### src/rtl/vgpr_rd_port_arbiter_8_pkg.sv
// Shared definitions for the 8-way VGPR read-port arbiter: port/ID/address widths,
// the latency-pipe tag type and a tag-to-one-hot decode helper.
`ifndef VGPR_RD_PORTS
`define VGPR_RD_PORTS 8
`endif
`ifndef VGPR_RD_PORT_ID_W
`define VGPR_RD_PORT_ID_W 3
`endif
`ifndef VGPR_RD_ADDR_W
`define VGPR_RD_ADDR_W 10
`endif

package vgpr_rd_port_arbiter_8_pkg;
    localparam int VGPR_RD_NPORTS = `VGPR_RD_PORTS;
    localparam int VGPR_RD_ID_W   = `VGPR_RD_PORT_ID_W;
    localparam int VGPR_RD_AW     = `VGPR_RD_ADDR_W;

    typedef struct packed {
        logic                    vld;
        logic [VGPR_RD_ID_W-1:0] id;
    } rd_tag_t;

    function automatic logic [VGPR_RD_NPORTS-1:0] tag_to_onehot(input rd_tag_t tag);
        logic [VGPR_RD_NPORTS-1:0] oh;
        oh = '0;
        if (tag.vld) oh[tag.id] = 1'b1;
        return oh;
    endfunction
endpackage

### src/rtl/vgpr_rd_port_arbiter_8_rr_arbiter_8.sv
// Purely combinational 8-way round-robin arbiter: highest priority at ptr, then ptr+1, ... mod 8.
// Reusable for any 8-way register-file port.
module rr_arbiter_8
    import vgpr_rd_port_arbiter_8_pkg::*;
(
    input  logic [7:0] req,
    input  logic [2:0] ptr,
    output logic [7:0] gnt,
    output logic [2:0] gnt_id
);
    logic       w_found;
    logic [2:0] w_idx;

    always_comb begin
        gnt     = '0;
        gnt_id  = '0;
        w_found = 1'b0;
        w_idx   = '0;
        for (int off = 0; off < 8; off++) begin
            w_idx = ptr + 3'(off);
            if (!w_found && req[w_idx]) begin
                w_found     = 1'b1;
                gnt[w_idx]  = 1'b1;
                gnt_id      = w_idx;
            end
        end
    end
endmodule

### src/rtl/vgpr_rd_port_arbiter_8.sv
// Round-robin arbiter feeding rd_port_mux_8to1 with one-hot rd_en/rd_addr and a one-hot data-valid strobe.
// Optional perf counters enabled by defining VGPR_RD_ARB_PERF_CNT_EN.
module vgpr_rd_port_arbiter_8
    import vgpr_rd_port_arbiter_8_pkg::*;
#(
    parameter int NUM_PORTS  = VGPR_RD_NPORTS,
    parameter int ADDR_W     = VGPR_RD_AW,
    parameter int RD_LATENCY = 1
) (
    input  logic                        clk,
    input  logic                        rst,
    input  logic [NUM_PORTS-1:0]        req,
    input  logic [NUM_PORTS*ADDR_W-1:0] req_addr,
    output logic [NUM_PORTS-1:0]        gnt,
    output logic                        port0_rd_en,
    output logic                        port1_rd_en,
    output logic                        port2_rd_en,
    output logic                        port3_rd_en,
    output logic                        port4_rd_en,
    output logic                        port5_rd_en,
    output logic                        port6_rd_en,
    output logic                        port7_rd_en,
    output logic [ADDR_W-1:0]           port0_rd_addr,
    output logic [ADDR_W-1:0]           port1_rd_addr,
    output logic [ADDR_W-1:0]           port2_rd_addr,
    output logic [ADDR_W-1:0]           port3_rd_addr,
    output logic [ADDR_W-1:0]           port4_rd_addr,
    output logic [ADDR_W-1:0]           port5_rd_addr,
    output logic [ADDR_W-1:0]           port6_rd_addr,
    output logic [ADDR_W-1:0]           port7_rd_addr,
`ifdef VGPR_RD_ARB_PERF_CNT_EN
    output logic [31:0]                 perf_grant_cnt,
    output logic [31:0]                 perf_conflict_cnt,
`endif
    output logic [NUM_PORTS-1:0]        rd_data_vld,
    output logic                        busy
);
    logic [2:0]                             r_rr_ptr;
    logic [RD_LATENCY-1:0]                  r_pipe_vld;
    logic [RD_LATENCY-1:0][VGPR_RD_ID_W-1:0] r_pipe_id;
    logic [NUM_PORTS-1:0]                   r_rd_data_vld;
    logic [NUM_PORTS-1:0]                   w_arb_gnt;
    logic [2:0]                             w_gnt_id;
    logic [NUM_PORTS-1:0]                   w_gnt;
    logic                                   w_any_gnt;
    logic [NUM_PORTS-1:0]                   w_vld_next;
    logic [NUM_PORTS-1:0][ADDR_W-1:0]       w_rd_addr;

    rr_arbiter_8 u_rr_arbiter_8 (
        .req    (req),
        .ptr    (r_rr_ptr),
        .gnt    (w_arb_gnt),
        .gnt_id (w_gnt_id)
    );

    // Grant is suppressed during reset so the mux never sees an enable while state is being cleared
    assign w_gnt     = rst ? w_arb_gnt : '0;
    assign w_any_gnt = |w_gnt;

    // Ungranted slots are masked so garbage on idle req_addr never reaches the mux
    always_comb begin
        for (int i = 0; i < NUM_PORTS; i++)
            w_rd_addr[i] = w_gnt[i] ? req_addr[i*ADDR_W +: ADDR_W] : '0;
    end

    // The strobe register is loaded from the stage feeding the pipe tail, so it lines up with the tail
    generate
        if (RD_LATENCY == 1) begin : g_lat1
            assign w_vld_next = tag_to_onehot('{vld: w_any_gnt, id: w_gnt_id});
        end else begin : g_latn
            assign w_vld_next = tag_to_onehot('{vld: r_pipe_vld[RD_LATENCY-2],
                                                id:  r_pipe_id[RD_LATENCY-2]});
        end
    endgenerate

    always_ff @(posedge clk) begin
        if (!rst) begin
            r_rr_ptr      <= '0;
            r_pipe_vld    <= '0;
            r_rd_data_vld <= '0;
        end else begin
            if (w_any_gnt) r_rr_ptr <= w_gnt_id + 3'd1;
            r_pipe_vld[0] <= w_any_gnt;
            for (int i = 1; i < RD_LATENCY; i++)
                r_pipe_vld[i] <= r_pipe_vld[i-1];
            r_rd_data_vld <= w_vld_next;
        end
    end

    always_ff @(posedge clk) begin
        r_pipe_id[0] <= w_gnt_id;
        for (int i = 1; i < RD_LATENCY; i++)
            r_pipe_id[i] <= r_pipe_id[i-1];
    end

`ifdef VGPR_RD_ARB_PERF_CNT_EN
    logic [31:0] r_perf_grant_cnt;
    logic [31:0] r_perf_conflict_cnt;
    logic        w_conflict;

    function automatic logic [31:0] sat_inc(input logic [31:0] v);
        return (v == 32'hFFFF_FFFF) ? v : v + 32'd1;
    endfunction

    assign w_conflict = |(req & (req - 1'b1));

    always_ff @(posedge clk) begin
        if (!rst) begin
            r_perf_grant_cnt    <= '0;
            r_perf_conflict_cnt <= '0;
        end else begin
            if (w_any_gnt)  r_perf_grant_cnt    <= sat_inc(r_perf_grant_cnt);
            if (w_conflict) r_perf_conflict_cnt <= sat_inc(r_perf_conflict_cnt);
        end
    end

    assign perf_grant_cnt    = r_perf_grant_cnt;
    assign perf_conflict_cnt = r_perf_conflict_cnt;
`endif

    assign gnt         = w_gnt;
    assign rd_data_vld = r_rd_data_vld;
    assign busy        = |r_pipe_vld;

    assign port0_rd_en = w_gnt[0];
    assign port1_rd_en = w_gnt[1];
    assign port2_rd_en = w_gnt[2];
    assign port3_rd_en = w_gnt[3];
    assign port4_rd_en = w_gnt[4];
    assign port5_rd_en = w_gnt[5];
    assign port6_rd_en = w_gnt[6];
    assign port7_rd_en = w_gnt[7];

    assign port0_rd_addr = w_rd_addr[0];
    assign port1_rd_addr = w_rd_addr[1];
    assign port2_rd_addr = w_rd_addr[2];
    assign port3_rd_addr = w_rd_addr[3];
    assign port4_rd_addr = w_rd_addr[4];
    assign port5_rd_addr = w_rd_addr[5];
    assign port6_rd_addr = w_rd_addr[6];
    assign port7_rd_addr = w_rd_addr[7];
endmodule

### config.mk
export PLATFORM = sky130hd
export DESIGN_NAME = vgpr_rd_port_arbiter_8
export DESIGN_NICKNAME = d
export VERILOG_FILES = /design/src/rtl/vgpr_rd_port_arbiter_8_pkg.sv /design/src/rtl/vgpr_rd_port_arbiter_8_rr_arbiter_8.sv /design/src/rtl/vgpr_rd_port_arbiter_8.sv
export SDC_FILE = /design/constraint.sdc
export NUM_CORES = 1
export LEC_CHECK = 0
export ABC_AREA = 1
export BUFFER_PORTS_ARGS = -buffer_cell sky130_fd_sc_hd__buf_2
export CAP_MARGIN = 20
export CORE_MARGIN = 2
export CORE_UTILIZATION = 42
export CTS_CLUSTER_DIAMETER = 40
export DETAILED_ROUTE_END_ITERATION = 10
export MAX_ROUTING_LAYER = met4
export PLACE_DENSITY = 0.94
export SLEW_MARGIN = 30
export SYNTH_ARGS = -nofsm -noshare
export SYNTH_HDL_FRONTEND = slang
export SYNTH_SLANG_ARGS = --single-unit
export TNS_END_PERCENT = 20
### constraint.sdc
create_clock -name clk -period 4.4 [get_ports clk]
set_input_delay 0.66 -clock clk [delete_from_list [all_inputs] [get_ports clk]]
set_output_delay 0.66 -clock clk [all_outputs]
set_load 0.01 [all_outputs]
# Yosys cells after proc, flatten, opt, wreduce, memory -nomap -nowiden
# Index checks and enable logic that the tools add are counted.
[op_classes]
addsub = 8
mul = 0
div_mod_pow = 0
magnitude_cmp = 18
eq_ne = 0
n_shift = 0
n_mux = 66
bitwise_logic = 7
n_reduce_logical = 25
[ops]
columns = ["cell", "n"]
rows = [
  ["two-way mux 10 bit", 8],
  ["two-way mux 8 bit", 9],
  ["bitwise OR 8 bit", 7],
  ["less-than comparator 3 x 4 -> 1 bit, second input constant", 9],
  ["demux 1 bit (select 3 bit)", 9],
  [">= comparator 3 x 1 -> 1 bit, second input constant", 9],
  ["binary-select mux 1 bit (select 3 bit)", 8],
  ["two-way mux 1 bit", 24],
  ["two-way mux 3 bit", 8],
  ["logical AND 1 bit", 16],
  ["adder 3 bit, second input constant", 4],
  ["OR reduction 8 bit", 1],
  ["logical NOT 1 bit", 7],
  ["adder 3 x 1 -> 3 bit, second input constant", 2],
  ["adder 3 x 2 -> 3 bit, second input constant", 2],
  ["AND reduction 2 bit", 1],
]
[totals]
ff_bits = 12
latchBits = 0
ram_bits = 0
romBits = 0
inputBits = 90
out_inout_bits = 105
word_cells = 127
mem_count = 0

# Logic depth before layout (Yosys ltp)
# Gate-level depths: netlist (run 1).
[depth]
depth_word = 28
depth_mapped = 24
depth_no_buf = 20

# Cells and area by module
# A second synthesis (run 1) with hierarchy kept.
[unflattened]
hier_cells = 548
area_unflattened_um2 = 2791.4
[by_module_without_submodules]
columns = ["module", "n_inst", "cells_each", "area_per_inst_um2", "seq_area_each_um2"]
rows = [
  ["rr_arbiter_8", 1, 301, 1552.7, 0.0],
  ["vgpr_rd_port_arbiter_8", 1, 247, 1238.7, 240.2],
]

# Worst setup path before layout (run 1)
# Ideal clock, no wire load.
[synth_timing]
path_kind = "reg-to-output"
start = "reg r_rr_ptr[0]"
end = "out gnt[5]"
arrival_time_ns = 3.023
required_time_ns = 3.740
path_slack_ns = 0.717
stages_incl_launch_ff = 21
path_buffers = 7
path_cell_list = "dfxtp_1 > inv_2 > buf_6 > clkbuf_1 > ha_1 > clkbuf_2 > inv_1 > buf_4 > nand3_1 > nand2_1 > nand2_1 > nand2_1 > nand4_2 > buf_4 > nor2_2 > nand3_1 > nand3_1 > nand2_1 > clkbuf_1 > inv_1 > buf_4"
[synth_via]
elab_chain_len = 25
elab_cells_between_ends = 100
classes_between = "add/sub: 7; order compare: 16; mux: 48; bitwise: 7; reduce/logical: 22"
[synth_lines]
columns = ["element", "line_no", "text"]
rows = [
  ["start: declaration", "vgpr_rd_port_arbiter_8.sv:38", "logic [2:0] r_rr_ptr;"],
  ["start signal: assignment", "vgpr_rd_port_arbiter_8.sv:82", "if (w_any_gnt) r_rr_ptr <= w_gnt_id + 3'd1;"],
  ["parallel branches: the longest is 23 deep, another holds less-than comparator 3 x 4 -> 1 bit", "-", ""],
  ["two-way mux 8 bit (*)", "vgpr_rd_port_arbiter_8_rr_arbiter_8.sv:21", "if (!w_found && req[w_idx]) begin"],
  ["two-way mux 8 bit (*)", "vgpr_rd_port_arbiter_8.sv:57", "assign w_gnt = rst ? w_arb_gnt : '0;"],
  ["end: declaration", "vgpr_rd_port_arbiter_8.sv:14", "output logic [NUM_PORTS-1:0] gnt,"],
]
# Every way passes the cells marked *. The select of a mux whose other input is x is not followed.

# Worst setup path in the final report (run 1)
[layout_timing]
start = "reg r_rr_ptr[0]"
end = "out port7_rd_addr[9]"
[layout_via]
elab_chain_len = 26
elab_cells_between_ends = 101
classes_between = "add/sub: 7; order compare: 16; mux: 49; bitwise: 7; reduce/logical: 22"
[layout_lines]
columns = ["element", "line_no", "text"]
rows = [
  ["parallel branches: the longest is 23 deep, another holds less-than comparator 3 x 4 -> 1 bit", "-", ""],
  ["two-way mux 8 bit (*)", "vgpr_rd_port_arbiter_8_rr_arbiter_8.sv:21", ""],
  ["two-way mux 8 bit (*)", "vgpr_rd_port_arbiter_8.sv:57", ""],
  ["two-way mux 10 bit (*)", "vgpr_rd_port_arbiter_8.sv:63", "w_rd_addr[i] = w_gnt[i] ? req_addr[i*ADDR_W +: ADDR_W] : '0;"],
  ["end: declaration", "vgpr_rd_port_arbiter_8.sv:30", "output logic [ADDR_W-1:0] port7_rd_addr,"],
]
# Marks and branches as above.

==> metrics, run 1 <==
status=complete, no violations; Mapped Cells=about 520; layout cells sized above 1=0.344; Via-to-Cell Ratio=4.82; register cell area after layout=approximately 240 um^2; final hold vios=0; crit-path cells=inv_2, ha_1, inv_1, nand3_2, nand3_1, o21ai_1, nor2_1, nand4_4, nor3_4, buf_4, nand2_1, nand3_1, nand2_1, nor2_1, buf_2; Hold Slack=0.551 ns; DP Wirelength=7980 um; WL/cell=~13 um; Synth area leader=nand2_1; num ports=between 150 and 200; area delta synth->final=39.5%; RSZ-0062 raised after global routing=no; Worst R2R Setup Slack=between 0.9 and 1 ns; WS Path Type=reg -> out; largest cells by area after synthesis=nand2_1 18%, inv_1 16%, nor2_1 16%; slowest cell on the critical path=ha_1; final std cells w/o fill=roughly 780; Worst path max stage delay=between 0.4 and 0.5 ns; Design Area, Final=approximately 3600 um^2; DR iter-0 viols=427; worst-margin pin slew=about 0.46 ns; Max Root-Sink Buffers=2; pwr dens=~680 nW/um^2; EDFF count, synth=0; Post-route DRC=0; first-pass GRT wire length=between 10000 and 15000 um; Synth Register Bits=12; initial antenna violation count=0; post-synthesis sequential area ratio=0.0929; largest net degree at the start of global routing=25; GRT Overall Usage=0.271; max cap viols=0; Worst Skew=0.00199 ns; hold crit path type=reg -> reg; Power, Total=2.44 mW; post-synth net total=between 600 and 700; port bufs=194; top fanout value on the critical path=21; ys async rst share=0; crit start category=flop; core area=roughly 6000 um^2; Die Ht=approximately 82 um; Syn Std Cell Area=2580 um^2; Via Count=3742; number of cells after detailed placement=about 770; drt first pass iters=5; Final Net Count=800; Crit Reg-Reg Startpoint=r_rr_ptr[0]; H-tree depth=1; Die W=slightly above 80 um; Clock Root Buffer=clkbuf_8; Final min period=between 4 and 5 ns; Post-synth top flop=dfxtp_1; Critical R2R Capture=rd_data_vld[6]; GR Overflow Total=0; hold path cells=2; clock slew at reported path FFs=0.05 ns; count leader, synth=nand2_1; most common library cells after synthesis=124 x nand2_1, 113 x inv_1, 113 x nor2_1; Ant. Diodes=0; # setup viols final=0; row count=28; vias in the first global route=between 3k and 4k; worst hold path startpoint=r_rr_ptr[1]; Hold EP=r_rr_ptr[1]; highest clock rate=~240 MHz; Worst VDD drop=between 0.3 and 0.4 mV; worst path required time=approximately 3.7 ns; Yosys top cell area share=0.180; crit end category=output port; CTS buffer count=3; latest clock arrival within the worst-skew pair=between 0.2 and 0.25 ns; CP top delay family=simple AND/OR/NAND/NOR gates; setup TNS=0 ns; Yosys cell types=37; Avg Cell Area, Syn=just under 5 um^2; post-route ant nets=0; Placed Area=3530 um^2; multi-input combinational cell area=about 1800 um^2; fillcell total=around 600; die area=approximately 7000 um^2; routability congestion estimate=roughly 1; final wirelength=9710 um; FF-to-FF path depth=18; Worst slew margin=0.690; synth warn=0; crit share post-route=0.931; CP bufs+invs=4; initial core utilization=0.437; Max Slew Vio Count=0; Worst EP arrival=about 3.4 ns; Pleak=between 2 and 3 nW; CTS tree=built; clk sinks=12
[sequential cells by signal, indices dropped and copies added (netlist names)]
register,cells
busy,1
rd_data_vld,8
r_rr_ptr,3
[cell type report]
class | count | area share
multi-input cells | 365 | 0.487
inverters | 121 | 0.127
well taps | 75 | 0.0260
repair buffers | 200 | 0.282
flip-flops and latches | 12 | 0.0670
clock buffers | 3 | 0.0115
[power breakdown]
part           switching [mW]  internal [mW]  leakage, nW
registers              0.0219          0.151       0.0986
clock network          0.0368         0.0600       0.0216
logic                    1.49          0.684         2.46
total                    1.55          0.895         2.58
[kinds of logic after synthesis]
kind of cell / Yosys count / synth area share
buffers and inverters: 147 / 0.236
AOI/OAI and AO/OA: 13 / 0.0378
DFF: 12 / 0.0929
and+or+nand+nor: 345 / 0.599
adders and majority gates: 7 / 0.0339
[repair_timing]
item,4_1_cts,5_1_grt
resized for setup,0,5
setup endpoints to repair,0,96
hold buffers,0,0
buffers inserted,0,2
[cells in the final DEF, fill, tap and decap left out, types with 4 or more instances in the layout]
cell	instances
buf_2	194
nor3_1	23
nand3_1	50
dfxtp_1	11
nor2_1	113
nand2_1	123
nand4_1	4
nand3_2	4
buf_4	6
inv_1	113
inv_2	6
nor2_2	5
ha_1	7
nand2_2	10
[per-layer routing]
layer / vias to the layer above / routed length (um) / global-route usage
met5: - / 0 / -
met4: 0 / 207 / 0.0850
met3: 24 / 980 / 0.0283
met2: 233 / 4760 / 0.480
met1: 1577 / 3760 / 0.320
li1: 1908 / - / -
[metrics by stage]
stage	util	worst slack, ns
5_1_grt	0.609	0.0225
3_3_place_gp	0.596	0.482
2_1_floorplan	-	0.717
3_5_place_dp	0.596	0.361
6_report	0.609	0.302
4_1_cts	0.602	0.0906
[tightest hold or removal path: stages, from the launching register on]
cell,delay [ns]
dfxtp_2,0.36
nand4_1,0.10
nand2_1,0.04
[worst max path at each step]
stage	start	slack (ns)	to	cells past startpoint
global route	r_rr_ptr[0]	0.02	port7_rd_addr[9]	15
floorplan	r_rr_ptr[0]	0.72	gnt[5]	20
global placement	r_rr_ptr[1]	0.48	port4_rd_addr[1]	14
detailed placement	r_rr_ptr[1]	0.36	port4_rd_addr[2]	14
finish	r_rr_ptr[0]	0.30	port7_rd_addr[9]	15
CTS	r_rr_ptr[1]	0.09	port4_rd_addr[2]	14
(Power assumes the default switching activity.)
==> run 2, diff against run 1 <==
Settings changed: ABC_AREA 1 to not set, CORE_UTILIZATION 42 to 41, PLACE_DENSITY 0.94 to 0.93.
==> run 2 against run 1 <==
Sequential share of layout area did not move. Flip-flop and latch count did not move. Combinational power rose by 21%. Sequential power rose by 6%. Fmax fell by 3.2%. Routed wire length rose by 13%. Die area fell by 1.6%. Largest cell class unchanged. Highest routed layer unchanged.
==> metrics, run 2 <==
Post-route DRC=0; Clock Root Buffer=clkbuf_8; Yosys top cell area share=0.126; post-synthesis sequential area ratio=0.0969; Psw=about 1.6 mW; Worst slew margin=0.435; Final Net Count=around 610; count leader, synth=and3_1; max cap viols=0; clk sinks=12; Pleak=~2.1 nW; area delta synth->final=45.4%; setup TNS=0 ns; port bufs=between 150 and 200; register cell area after layout=between 200 and 250 um^2; most common library cells after synthesis=50 x and3_1, 42 x and2_1, 19 x clkbuf_1; Mapped Cells=roughly 320; most frequent cells in the layout=194 x buf_2, 50 x and3_1, 42 x and2_1, 23 x buf_4, 18 x nand2_1; first-pass GRT wire length=14700 um; latest clock arrival within the worst-skew pair=around 0.23 ns; Max Root-Sink Buffers=2; Pint=1.32 mW; Worst Skew=0.00322 ns; Die W=between 80 and 90 um; Worst EP arrival=between 3 and 4 ns; Crit Reg-Reg Startpoint=r_rr_ptr[2]; DP Wirelength=9170 um; Final min period=around 4.2 ns; core area=between 5000 and 6000 um^2; GR Overflow Total=0; hold path cells=2; worst-margin pin slew=around 0.84 ns; Post-synth top flop=dfxtp_1; crit share post-route=0.962; drt first pass iters=5; Seq pwr share=0.063; synth warn=0; # setup viols final=0; Synth area leader=and3_1; Worst R2R Setup Slack=roughly 0.47 ns; highest clock rate=about 240 MHz; Hold EP=r_rr_ptr[0]; Via-to-Cell Ratio=~5.7; Comb pwr share=0.904; crit end category=output port; vias in the first global route=about 2.7k; EDFF count, synth=0; fillcell total=between 500 and 600; multi-input combinational cell area=2020 um^2; Via Count=3329; initial antenna violation count=2; Avg Cell Area, Syn=roughly 7.7 um^2; FF-to-FF path depth=12; Yosys cell types=just under 60; Max Slew Vio Count=0; die area=6690 um^2; clock power share=0.033; worst path required time=3.74 ns; status=complete, no violations; clock slew at reported path FFs=~0.05 ns; crit start category=flop; initial core utilization=0.421; WS Path Type=reg -> out; Synth Register Bits=12; CTS tree=built; switch share=0.545; final hold vios=0; routability congestion estimate=between 1 and 1.5; post-synth net total=418; Power, Total=2.91 mW; Die Ht=just over 80 um; commonest non-fill, non-tap cell in the layout=buf_2; ys async rst share=0; pwr dens=roughly 810 nW/um^2; CTS buffer count=3; H-tree depth=1; RSZ-0062 raised after global routing=no; final wirelength=around 11000 um; worst hold path startpoint=r_rr_ptr[0]; largest cells by area after synthesis=and3_1 13%, and2_1 11%, dfxtp_1 9.7%; num ports=between 150 and 200; post-route ant nets=0; layout cells sized above 1=0.494; top fanout value on the critical path=12; GRT Overall Usage=0.307; hold crit path type=reg -> reg; Critical R2R Capture=r_rr_ptr[0]; WL/cell=18.9 um; DR iter-0 viols=between 400 and 500; Worst VDD drop=0.506 mV; Syn Std Cell Area=2480 um^2; row count=28; largest net degree at the start of global routing=62; max FFs per register=8
[run 2: worst max path at each step]
| stage | from | endpoint | slack (ns) |
|---|---|---|---|
| floorplan | r_rr_ptr[2] | port1_rd_addr[0] | 0.02 |
| global placement | req[2] | port0_rd_addr[7] | 0.23 |
| detailed placement | req[3] | port0_rd_addr[4] | 0.16 |
| CTS | r_rr_ptr[0] | port0_rd_addr[4] | 0.04 |
| global route | r_rr_ptr[0] | port0_rd_addr[2] | 0.01 |
| finish | r_rr_ptr[0] | port0_rd_addr[4] | 0.17 |
[run 2: timing repair]
| action | 4_1_cts | 5_1_grt |
|---|---|---|
| resized for setup | 2 | 5 |
| hold buffers | 0 | 0 |
| setup buffers | 0 | 2 |
| setup endpoints to repair | 10 | 96 |
| pin swaps | 0 | 2 |
[run 2: power groups by stage]
stage                     registers (mW)  logic [mW]  clock network [mW]
after floorplan                    0.201        1.80                   0
after CTS                          0.182        2.56              0.0982
after global routing               0.187        2.85               0.102
after global placement             0.182        2.54                   0
after detailed placement           0.183        2.54                   0
final                              0.184        2.63              0.0952
[run 2: kinds of logic (layout without fill, tap and decap cells)]
| group | after synthesis | count (layout) | share of synthesized area |
|---|---|---|---|
| XOR/XNOR | 5 | 5 | 0.0177 |
| flip-flops | 12 | 12 | 0.0969 |
| other | 0 | 3 | 0 |
| buffers and inverters | 50 | 235 | 0.0964 |
| AO/OA/AOI/OAI | 60 | 60 | 0.180 |
| AND/OR/NAND/NOR | 153 | 153 | 0.369 |
| multiplexers | 34 | 34 | 0.205 |
| adder cells (fa/ha/maj) | 7 | 7 | 0.0353 |
[run 2: worst max-delay path, cell delays in order (launching register included)]
cell	delay (ns)
dfxtp_2	0.40
buf_4	0.22
mux4_2	0.60
a311oi_1	0.29
nand3_1	0.22
a21o_1	0.27
buf_4	0.19
o22ai_1	0.17
a21oi_1	0.13
a211oi_2	0.34
buf_4	0.22
and2_1	0.13
buf_2	0.12
[run 2: per-stage QoR]
step | cells | hold slack (ns) | util | instance area, um^2 | setup slack, ns
final | 584 | 0.540 | 0.613 | 3610 | 0.165
after global placement | 576 | 0.550 | 0.598 | 3520 | 0.226
after global routing | 583 | 0.562 | 0.612 | 3600 | 0.0106
after detailed placement | 576 | 0.590 | 0.598 | 3520 | 0.156
after CTS | 579 | 0.595 | 0.607 | 3570 | 0.0436
after floorplan | 321 | 0.727 | - | 2480 | 0.0166
[run 2: per-layer routing]
| layer | vias to the layer above | part of all wire | global-route usage |
|---|---|---|---|
| met5 | - | 0 | - |
| met4 | 0 | 0.0061 | 0.0350 |
| met3 | 8 | 0.13 | 0.0451 |
| met2 | 219 | 0.44 | 0.453 |
| met1 | 1528 | 0.43 | 0.457 |
| li1 | 1574 | - | - |
[run 2: final cells by class]
class / instances / share of cell area
multi-input cells: 259 / 0.561
repair buffers: 217 / 0.317
flip-flops and latches: 12 / 0.0670
well taps: 75 / 0.0260
inverters: 15 / 0.0156
clock buffers: 3 / 0.0115
diodes: 3 / 0.00208
==> run 3, diff against run 2 <==
Settings changed: ABC_AREA set to 1, CORE_UTILIZATION 41 to 42, CTS_CLUSTER_DIAMETER 40 to not set, MAX_ROUTING_LAYER met4 to not set, PLACE_DENSITY 0.93 to 0.94.
==> run 3 against run 2 <==
Critical path depth rose by 3. Fmax rose by 4.4%. Die area rose by 1.7%. Critical endpoint is now port7_rd_addr[9]. Global-route usage fell by 4.7 points. Routed wire length fell by 13%. Combinational power fell by 17%. Final cell count rose by 33%. Highest routed layer unchanged. Core utilization fell by 0.24 points. First-iteration DRC count fell by 27%. Flip-flop and latch count did not move.
==> metrics, run 3 (synthesis gave the netlist of run 1 again) <==
CTS Hold Bufs=0; crit share post-route=0.922; Max Slew Vio Count=0; top fanout value on the critical path=21; post-route ant nets=0; highest clock rate=247 MHz; setup TNS=0 ns; area delta synth->final=39.8%; # setup viols final=0; Placed Area=3530 um^2; num ports=between 150 and 200; worst-margin pin slew=approximately 0.44 ns; Final Net Count=801; clock slew at reported path FFs=roughly 0.05 ns; clock power share=0.039; switch share=0.631; vias in the first global route=3190; Psw=1.55 mW; latest clock arrival within the worst-skew pair=between 0.2 and 0.25 ns; Seq pwr share=0.071; Post-route DRC=0; crit start category=flop; die area=slightly below 7000 um^2; Via Count=3804; worst path required time=about 3.7 ns; RSZ-0062 raised after global routing=no; Worst EP arrival=3.39 ns; drt first pass iters=5; WL/cell=around 12 um; GR Overflow Total=0; number of cells after detailed placement=roughly 770; routability congestion estimate=slightly above 1; hold crit path type=reg -> reg; layout cells sized above 1=0.343; Via-to-Cell Ratio=4.89; H-tree depth=1; Clock Root Buffer=clkbuf_8; Final min period=4.05 ns; Pleak=between 2 and 3 nW; row count=28; WS Path Type=reg -> out; final wirelength=9610 um; DR iter-0 viols=315; DP Wirelength=about 8000 um; final hold vios=0; first-pass GRT wire length=14100 um; max cap viols=0; Die Ht=approximately 82 um; most frequent cells in the layout=194 x buf_2, 124 x nand2_1, 113 x inv_1, 113 x nor2_1, 50 x nand3_1; CTS buffer count=3; largest net degree at the start of global routing=25; Max Root-Sink Buffers=2; Worst VDD drop=between 0.4 and 0.5 mV; Worst slew margin=0.706; initial antenna violation count=1; Pint=roughly 900 uW; max FFs per register=8; final std cells w/o fill=roughly 800; crit end category=output port; GRT Overall Usage=0.261; Worst Skew=roughly 0.0008 ns; port bufs=194; initial core utilization=0.437; status=complete, no violations; Die W=around 80 um; commonest non-fill, non-tap cell in the layout=buf_2; Comb pwr share=0.890; clk sinks=12; core area=around 5900 um^2; Util after Layout=0.610; fillcell total=582; pwr dens=678 nW/um^2; CTS tree=built; Design Area, Final=between 3000 and 4000 um^2
==> run 3: layer usage <==
metal  wire length, um  global-route usage  up-vias
met5                 0                   0        -
met3               896              0.0261       26
met4               236               0.103        0
met2              4790               0.468      234
li1                  -                   -     1909
met1              3690               0.316     1635
==> run 3: final timing paths <==
kind,startpoint,end,slack (ns),cells past startpoint
hold / removal,r_rr_ptr[1],r_rr_ptr[1],0.56,2
setup / recovery,r_rr_ptr[0],port7_rd_addr[9],0.35,15
setup reg to reg,r_rr_ptr[0],rd_data_vld[1],0.98,18
hold reg to reg,r_rr_ptr[1],r_rr_ptr[1],0.56,2
==> run 3: cell type report <==
class	instances	area, um^2	share of cell area
Clock buffer	3	41.3	0.0114
Sequential cell	12	241	0.0668
Tap cell	75	93.8	0.0260
Timing Repair Buffer	201	1020	0.283
Inverter	121	457	0.126
Antenna cell	1	2.50	0.000693
Multi-Input combinational cell	365	1750	0.485
==> run 3: power by group through the flow <==
stage	Combinational [mW]	Clock, mW	Sequential, mW
6_report	2.18	0.0956	0.174
5_1_grt	2.40	0.101	0.179
4_1_cts	2.12	0.0977	0.173
3_5_place_dp	2.11	0	0.175
3_3_place_gp	2.07	0	0.172
2_1_floorplan	1.58	0	0.187
==> run 3: worst max-delay path: stages, from the launching register on <==
cell and delay (ns):
dfxtp_1 0.32, inv_2 0.28, ha_1 0.38, inv_1 0.22
nand3_2 0.15, nand3_1 0.12, o21ai_1 0.07, nor2_1 0.17
nand4_4 0.25, nor3_4 0.22, buf_4 0.19, nand2_1 0.06
nand3_1 0.11, nand2_1 0.24, nor2_1 0.21, buf_2 0.16
==> run 3: per-stage QoR <==
| step | hold WS (ns) | total power [mW] | setup WS [ns] |
|---|---|---|---|
| after floorplan | 0.545 | 1.76 | 0.717 |
| after global placement | 0.587 | 2.24 | 0.556 |
| after detailed placement | 0.620 | 2.29 | 0.393 |
| after CTS | 0.623 | 2.39 | 0.128 |
| after global routing | 0.586 | 2.68 | 0.0997 |
| final | 0.556 | 2.45 | 0.345 |
==> run 3: what timing repair did <==
| action | 4_1_cts | 5_1_grt |
|---|---|---|
| setup endpoints to repair | 0 | 91 |
| buffers inserted | 0 | 2 |
| resized for setup | 0 | 4 |
